## src/rtl/aes_stream_pkg.sv

```systemverilog
// Shared AES stream types, widths and helpers.
// Used by the AES-192 decrypt feeder (aes_blk_packer).
package aes_stream_pkg;

    localparam int AES_BLK_W  = 128;
    localparam int AES_BYTE_W = 8;

    typedef logic [AES_BLK_W-1:0] aes_blk_t;

    typedef enum logic {
        ACC_FILL,
        ACC_FULL
    } acc_state_e;

    function automatic int beats(input int in_w);
        return AES_BLK_W / in_w;
    endfunction

endpackage

```

## src/rtl/aes_pack_out_reg.sv

```systemverilog
// Output register stage of the block packer.
// Ports: clk, rst_n, load/load_data/load_last (from ACC),
//   ready (m_axis_tready), valid/data/last (m_axis), pop, can_load.
module aes_pack_out_reg
    import aes_stream_pkg::*;
(
    input  logic     clk,
    input  logic     rst_n,
    input  logic     load,
    input  aes_blk_t load_data,
    input  logic     load_last,
    input  logic     ready,
    output logic     valid,
    output aes_blk_t data,
    output logic     last,
    output logic     pop,
    output logic     can_load
);

    assign pop      = valid & ready;
    // Register is free when empty or being drained this cycle.
    assign can_load = ~valid | ready;

    always_ff @(posedge clk or negedge rst_n) begin
        if (!rst_n) begin
            valid <= 1'b0;
            data  <= '0;
            last  <= 1'b0;
        end else if (load) begin
            valid <= 1'b1;
            data  <= load_data;
            last  <= load_last;
        end else if (pop) begin
            valid <= 1'b0;
        end
    end

endmodule

```

## src/rtl/aes_blk_packer.sv

```systemverilog
// Packs an IN_W-bit AXI-Stream of ciphertext into 128-bit blocks.
// Ports: ap_clk, ap_rst_n, s_axis_* (in), m_axis_* (out), blk_cnt,
//   partial_err, err_clr. Macro AES_PACK_ZPAD_EN: zero-pad partials.
module aes_blk_packer
    import aes_stream_pkg::*;
#(
    parameter int IN_W  = 32,
    parameter int CNT_W = 16
) (
    input  logic             ap_clk,
    input  logic             ap_rst_n,
    input  logic [IN_W-1:0]  s_axis_tdata,
    input  logic             s_axis_tvalid,
    output logic             s_axis_tready,
    input  logic             s_axis_tlast,
    output logic [127:0]     m_axis_tdata,
    output logic             m_axis_tvalid,
    input  logic             m_axis_tready,
    output logic             m_axis_tlast,
    output logic [CNT_W-1:0] blk_cnt,
    output logic             partial_err,
    input  logic             err_clr
);

    localparam int BEATS = beats(IN_W);
    localparam int IDX_W = (BEATS > 1) ? $clog2(BEATS) : 1;
    localparam logic [IDX_W-1:0] LAST_IDX = IDX_W'(BEATS - 1);

    if ((AES_BLK_W % IN_W) != 0) begin : g_bad_w
        $fatal(1, "IN_W must divide 128");
    end
    if ((IN_W % AES_BYTE_W) != 0) begin : g_bad_b
        $fatal(1, "IN_W must be whole bytes");
    end

    acc_state_e       state_q, state_d;
    aes_blk_t         acc_q, acc_d;
    aes_blk_t         merged;
    logic             acc_last_q, acc_last_d;
    logic [IDX_W-1:0] idx_q, idx_d;
    logic             rdy_q;
    logic [CNT_W-1:0] cnt_q;
    logic             err_q;

    logic     in_fire, at_end, completing, partial, emit;
    logic     load, load_last, pop, can_load;
    aes_blk_t load_data;

    assign s_axis_tready = rdy_q & (state_q == ACC_FILL);
    assign in_fire       = s_axis_tvalid & s_axis_tready;
    assign at_end        = (idx_q == LAST_IDX);
    assign completing    = in_fire & (at_end | s_axis_tlast);
    assign partial       = in_fire & s_axis_tlast & ~at_end;

`ifdef AES_PACK_ZPAD_EN
    assign emit = completing;
`else
    // Partial blocks are discarded instead of emitted.
    assign emit = completing & ~partial;
`endif

    // Current word dropped into its slot; first beat is the MSW.
    always_comb begin
        merged = acc_q;
        merged[AES_BLK_W-1-int'(idx_q)*IN_W -: IN_W] = s_axis_tdata;
    end

    always_comb begin
        state_d    = state_q;
        acc_d      = acc_q;
        acc_last_d = acc_last_q;
        idx_d      = idx_q;
        load       = 1'b0;
        load_data  = acc_q;
        load_last  = acc_last_q;
        unique case (state_q)
            ACC_FILL: begin
                if (completing) begin
                    idx_d = '0;
                    acc_d = '0;
                    if (emit && can_load) begin
                        load      = 1'b1;
                        load_data = merged;
                        load_last = s_axis_tlast;
                    end else if (emit) begin
                        acc_d      = merged;
                        acc_last_d = s_axis_tlast;
                        state_d    = ACC_FULL;
                    end
                end else if (in_fire) begin
                    idx_d = idx_q + 1'b1;
                    acc_d = merged;
                end
            end
            ACC_FULL: begin
                if (can_load) begin
                    load       = 1'b1;
                    acc_d      = '0;
                    acc_last_d = 1'b0;
                    state_d    = ACC_FILL;
                end
            end
        endcase
    end

    always_ff @(posedge ap_clk or negedge ap_rst_n) begin
        if (!ap_rst_n) begin
            state_q    <= ACC_FILL;
            acc_q      <= '0;
            acc_last_q <= 1'b0;
            idx_q      <= '0;
            rdy_q      <= 1'b0;
        end else begin
            state_q    <= state_d;
            acc_q      <= acc_d;
            acc_last_q <= acc_last_d;
            idx_q      <= idx_d;
            rdy_q      <= 1'b1;
        end
    end

    always_ff @(posedge ap_clk or negedge ap_rst_n) begin
        if (!ap_rst_n) begin
            cnt_q <= '0;
            err_q <= 1'b0;
        end else begin
            if (pop) begin
                cnt_q <= cnt_q + 1'b1;
            end
            if (partial) begin
                err_q <= 1'b1;
            end else if (err_clr) begin
                err_q <= 1'b0;
            end
        end
    end

    assign blk_cnt     = cnt_q;
    assign partial_err = err_q;

    aes_pack_out_reg u_out (
        .clk       (ap_clk),
        .rst_n     (ap_rst_n),
        .load      (load),
        .load_data (load_data),
        .load_last (load_last),
        .ready     (m_axis_tready),
        .valid     (m_axis_tvalid),
        .data      (m_axis_tdata),
        .last      (m_axis_tlast),
        .pop       (pop),
        .can_load  (can_load)
    );

endmodule

```

## config.mk

```make
export PLATFORM = sky130hd
export DESIGN_NAME = aes_blk_packer
export DESIGN_NICKNAME = d
export VERILOG_FILES = /design/src/rtl/aes_stream_pkg.sv /design/src/rtl/aes_pack_out_reg.sv /design/src/rtl/aes_blk_packer.sv
export SDC_FILE = /design/constraint.sdc
export NUM_CORES = 1
export LEC_CHECK = 0
export BUFFER_PORTS_ARGS = -buffer_cell sky130_fd_sc_hd__buf_4
export CORE_ASPECT_RATIO = 1.2
export CORE_UTILIZATION = 60
export DETAILED_ROUTE_END_ITERATION = 12
export PLACE_DENSITY = 0.85
export SLEW_MARGIN = 25
export SYNTH_ARGS = -nofsm -noshare
export SYNTH_HDL_FRONTEND = slang
export SYNTH_SLANG_ARGS = --single-unit
export TNS_END_PERCENT = 1
```

## constraint.sdc

```tcl
create_clock -name ap_clk -period 5.1 [get_ports ap_clk]
set_input_delay 0.51 -clock ap_clk [delete_from_list [all_inputs] [get_ports ap_clk]]
set_output_delay 0.51 -clock ap_clk [all_outputs]
set_load 0.05 [all_outputs]
```

==> metrics.md <==
| Metric | Value |
|---|---|
| Status | finished clean |
| Headroom to the max-slew limit | 0.335 |
| Pre-CTS WS | 2.23 ns |
| R2R Setup Slk | 2.28 ns |
| Max incr delay on CP | 0.70 ns |
| Vias | 8,259 |
| GRT Overall Usage | 0.303 |
| Rows | 54 |
| Clock Tree Root | clkbuf_16 |
| Wirelength per Cell | 23.6 um |
| Final worst slack | 2.28 ns |
| Max-slew violation count | 0 |
| Layout area overhead | 21.7% |
| Final Skew | 0.00757 ns |
| CTS tree | done |
| RSZ-0062 raised after global routing | false |
| Hold Crit Class | in -> async |
| Syn. warnings | 0 |
| Starting DRT DRC Count | 646 |
| Synth Instances | 860 |
| Vias per inst | 6.57 |
| Synthesized flop and latch total | 280 |
| Critical Path, Cell by Cell | ha_1 > a31oi_1 > nor2b_4 > buf_4 > nor2b_1 > a221o_1 |
| Reg2reg path depth | 6 |
| H-Tree Depth | 1 |
| Clock transition at the registers of the reported paths | 0.06 ns |
| Final min period | 2.82 ns |
| Synth cell types | 35 |
| Die width | 128 um |
| CP bufs+invs | 1 |
| Die Height | 153 um |
| Syn_nets | 903 |
| Worst-margin pin slew | 0.994 ns |
| IO Pins | 186 |
| Fin Hold WS | 0.0458 ns |
| Drt pass-1 iters | 5 |
| Crit Path Max Fanout | 76 |
| Crit path from | idx_q[1] |
| Post-route ant nets | 0 |
| CTS Buf Count | 26 |
| Worst-case clock buffer depth | 3 |
| IO Port Bufs | 185 |
| Nets | 1,031 |
| Period utilization | 0.553 |
| CP endpoint kind | flop |
| Post-route DRC | 0 |
| Pin count of the biggest net entering global routing | 124 |
| # clock sinks | 280 |
| GP Congestion | 0.777 |
| Post-cts sizing count | 0 |
| N_diodes | 0 |
| Worst setup SP type | flop |
| Max IR drop VDD | 0.000306 V |
| Avg Inst Size Synth | 13.2 sq um |
| Hold Fails Final Rpt | 0 |
| Lkg Pwr | 7.01 nW |
| Max-Cap Viols | 0 |
| Post-DP HPWL | 17,000 um |
| Total Neg Setup Slack | 0 ns |
| Congestion Overflow GR | 0 |
| R2R Path End | u_out.data[107] |
| Post-CTS setup buffer count | 0 |
| Worst path depth | 6 |
| WP data arrival | 3.22 ns |
| Die area | 0.0195 sq mm |
| Post-Syn Area | 0.0114 sq mm |
| Kind of critical path | reg -> reg |
| PD cells | 423 mW/mm^2 |
| Critical-path top delay cell | buf_4 |
| Share of cells above drive strength 1 | 0.256 |
| First-pass GRT wire length | 45,800 um |
| Seq/Total Area, Yosys | 0.617 |
| Max Clk Rate | 354 MHz |
| Worst Setup EP | u_out.data[107] |
| Initial antenna violation count | 0 |
| Routed WL | 29,700 um |
| CP Data Required Time | 5.50 ns |
| Reg-to-reg startpoint | idx_q[1] |
| Final setup viols | 0 |
| Total Power | 5.85 mW |
| Clock latency on the worst-skew pair | 0.53 ns |
| Vias in the first global route | 8,078 |
| Core box area | 0.0184 sq mm |
| Post-CTS Hold Buffers | 0 |
| Worst path top cell family by delay | buffers and inverters |
| Initial Utilization | 0.618 |
[where the power goes]
part | internal (mW) | switching (mW)
logic | 0.430 | 0.864
registers | 2.42 | 0.136
clock network | 1.18 | 0.829
[worst min-delay path by stage]
stage	cells past startpoint	from	endpoint	slack, ns
after CTS	1	ap_rst_n	u_out.data[76]	0.07
after detailed placement	1	blk_cnt[10]	blk_cnt[10]	0.48
after global placement	1	blk_cnt[15]	blk_cnt[15]	0.47
final	1	ap_rst_n	acc_q[73]	0.05
after global routing	1	ap_rst_n	u_out.data[103]	0.11
after floorplan	0	ap_rst_n	acc_last_q	0.21
[final cells by class]
class                           count  area, sq um
Fill cell                        1169         4550
Timing Repair Buffer              197         1640
Clock inverter                      8          126
Tap cell                          252          315
Clock buffer                       38          756
Sequential cell                   280         7010
Inverter                            7         26.3
Multi-Input combinational cell    476         3960
[synth_stat cells]
| library cell | number | share of area |
|---|---|---|
| dfrtp_1 | 280 | 0.62 |
| nor2b_1 | 130 | 0.072 |
| a221o_1 | 128 | 0.11 |
| a22o_1 | 128 | 0.099 |
| buf_2 | 40 | 0.018 |
| buf_1 | 33 | 0.011 |
| buf_4 | 22 | 0.015 |
| nand3_1 | 16 | 0.0071 |
| xnor2_1 | 13 | 0.010 |
| nor2_1 | 11 | 0.0036 |
| nand2_1 | 10 | 0.0033 |
| inv_1 | 7 | 0.0023 |
| ha_1 | 5 | 0.0055 |
| o21ai_0 | 4 | 0.0018 |
| nand4_1 | 3 | 0.0017 |
| nor3_1 | 3 | 0.0013 |
| o21ai_1 | 3 | 0.0013 |
| o22ai_2 | 3 | 0.0033 |
| and2_1 | 2 | 0.0011 |
| and3b_1 | 2 | 0.0015 |
| clkbuf_1 | 2 | 0.00066 |
| xor2_1 | 2 | 0.0015 |
| a31oi_1 | 1 | 0.00055 |
| and3_1 | 1 | 0.00055 |
| and4_1 | 1 | 0.00077 |
| conb_1 | 1 | 0.00033 |
| mux2_2 | 1 | 0.00099 |
| nand2b_1 | 1 | 0.00055 |
| nand4_4 | 1 | 0.0019 |
| nor2b_2 | 1 | 0.00077 |
| o21ai_2 | 1 | 0.00077 |
| o21ai_4 | 1 | 0.0014 |
| o221ai_1 | 1 | 0.00077 |
| o31a_1 | 1 | 0.00077 |
| o32ai_1 | 1 | 0.00077 |
[layout by cell type (no fill, tap or decap), types with 3 or more instances in the layout]
| cell type | count |
|---|---|
| xnor2_1 | 13 |
| nor2b_1 | 129 |
| nand4_1 | 3 |
| o21ai_4 | 5 |
| dfrtp_1 | 280 |
| nor2_4 | 7 |
| buf_16 | 7 |
| nor2_1 | 4 |
| o21ai_0 | 4 |
| bufinv_16 | 3 |
| clkbuf_8 | 6 |
| clkinv_2 | 4 |
| ha_1 | 5 |
| clkbuf_16 | 26 |
| nand3_1 | 16 |
| a22o_1 | 128 |
| a221o_1 | 128 |
| inv_1 | 7 |
| clkbuf_1 | 6 |
| buf_4 | 188 |
| o22ai_4 | 3 |
| nand2_1 | 10 |
[state kept, by name, indices dropped and copies added (netlist names)]
register,flops
acc_last_q,1
acc_q,128
blk_cnt,16
idx_q,2
partial_err,1
rdy_q,1
state_q,1
u_out.data,128
u_out.last,1
u_out.valid,1
[cell families after synthesis]
kind of cell,synth area share
other cells,0.000330
mux,0.000991
fa+ha+maj,0.00551
xor+xnor,0.0116
flops,0.617
simple gates,0.0957
buf+inv,0.0460
compound gates,0.223
[layer usage]
metal | global-route usage | share of wire | wire length, um
met4 | 0.0930 | 0.026 | 762
met5 | 0 | 0 | 0
met1 | 0.438 | 0.42 | 12300
met2 | 0.479 | 0.48 | 14300
met3 | 0.0446 | 0.077 | 2300
[metrics by stage]
stage / instances / cell area (sq um) / util
after floorplan: 860 / 11400 / -
after global placement: 1205 / 12800 / 0.694
after detailed placement: 1205 / 12800 / 0.694
after CTS: 1251 / 13600 / 0.742
after global routing: 1258 / 13800 / 0.752
final: 1258 / 13800 / 0.752
No activity file was read; power rests on OpenSTA's default activity.
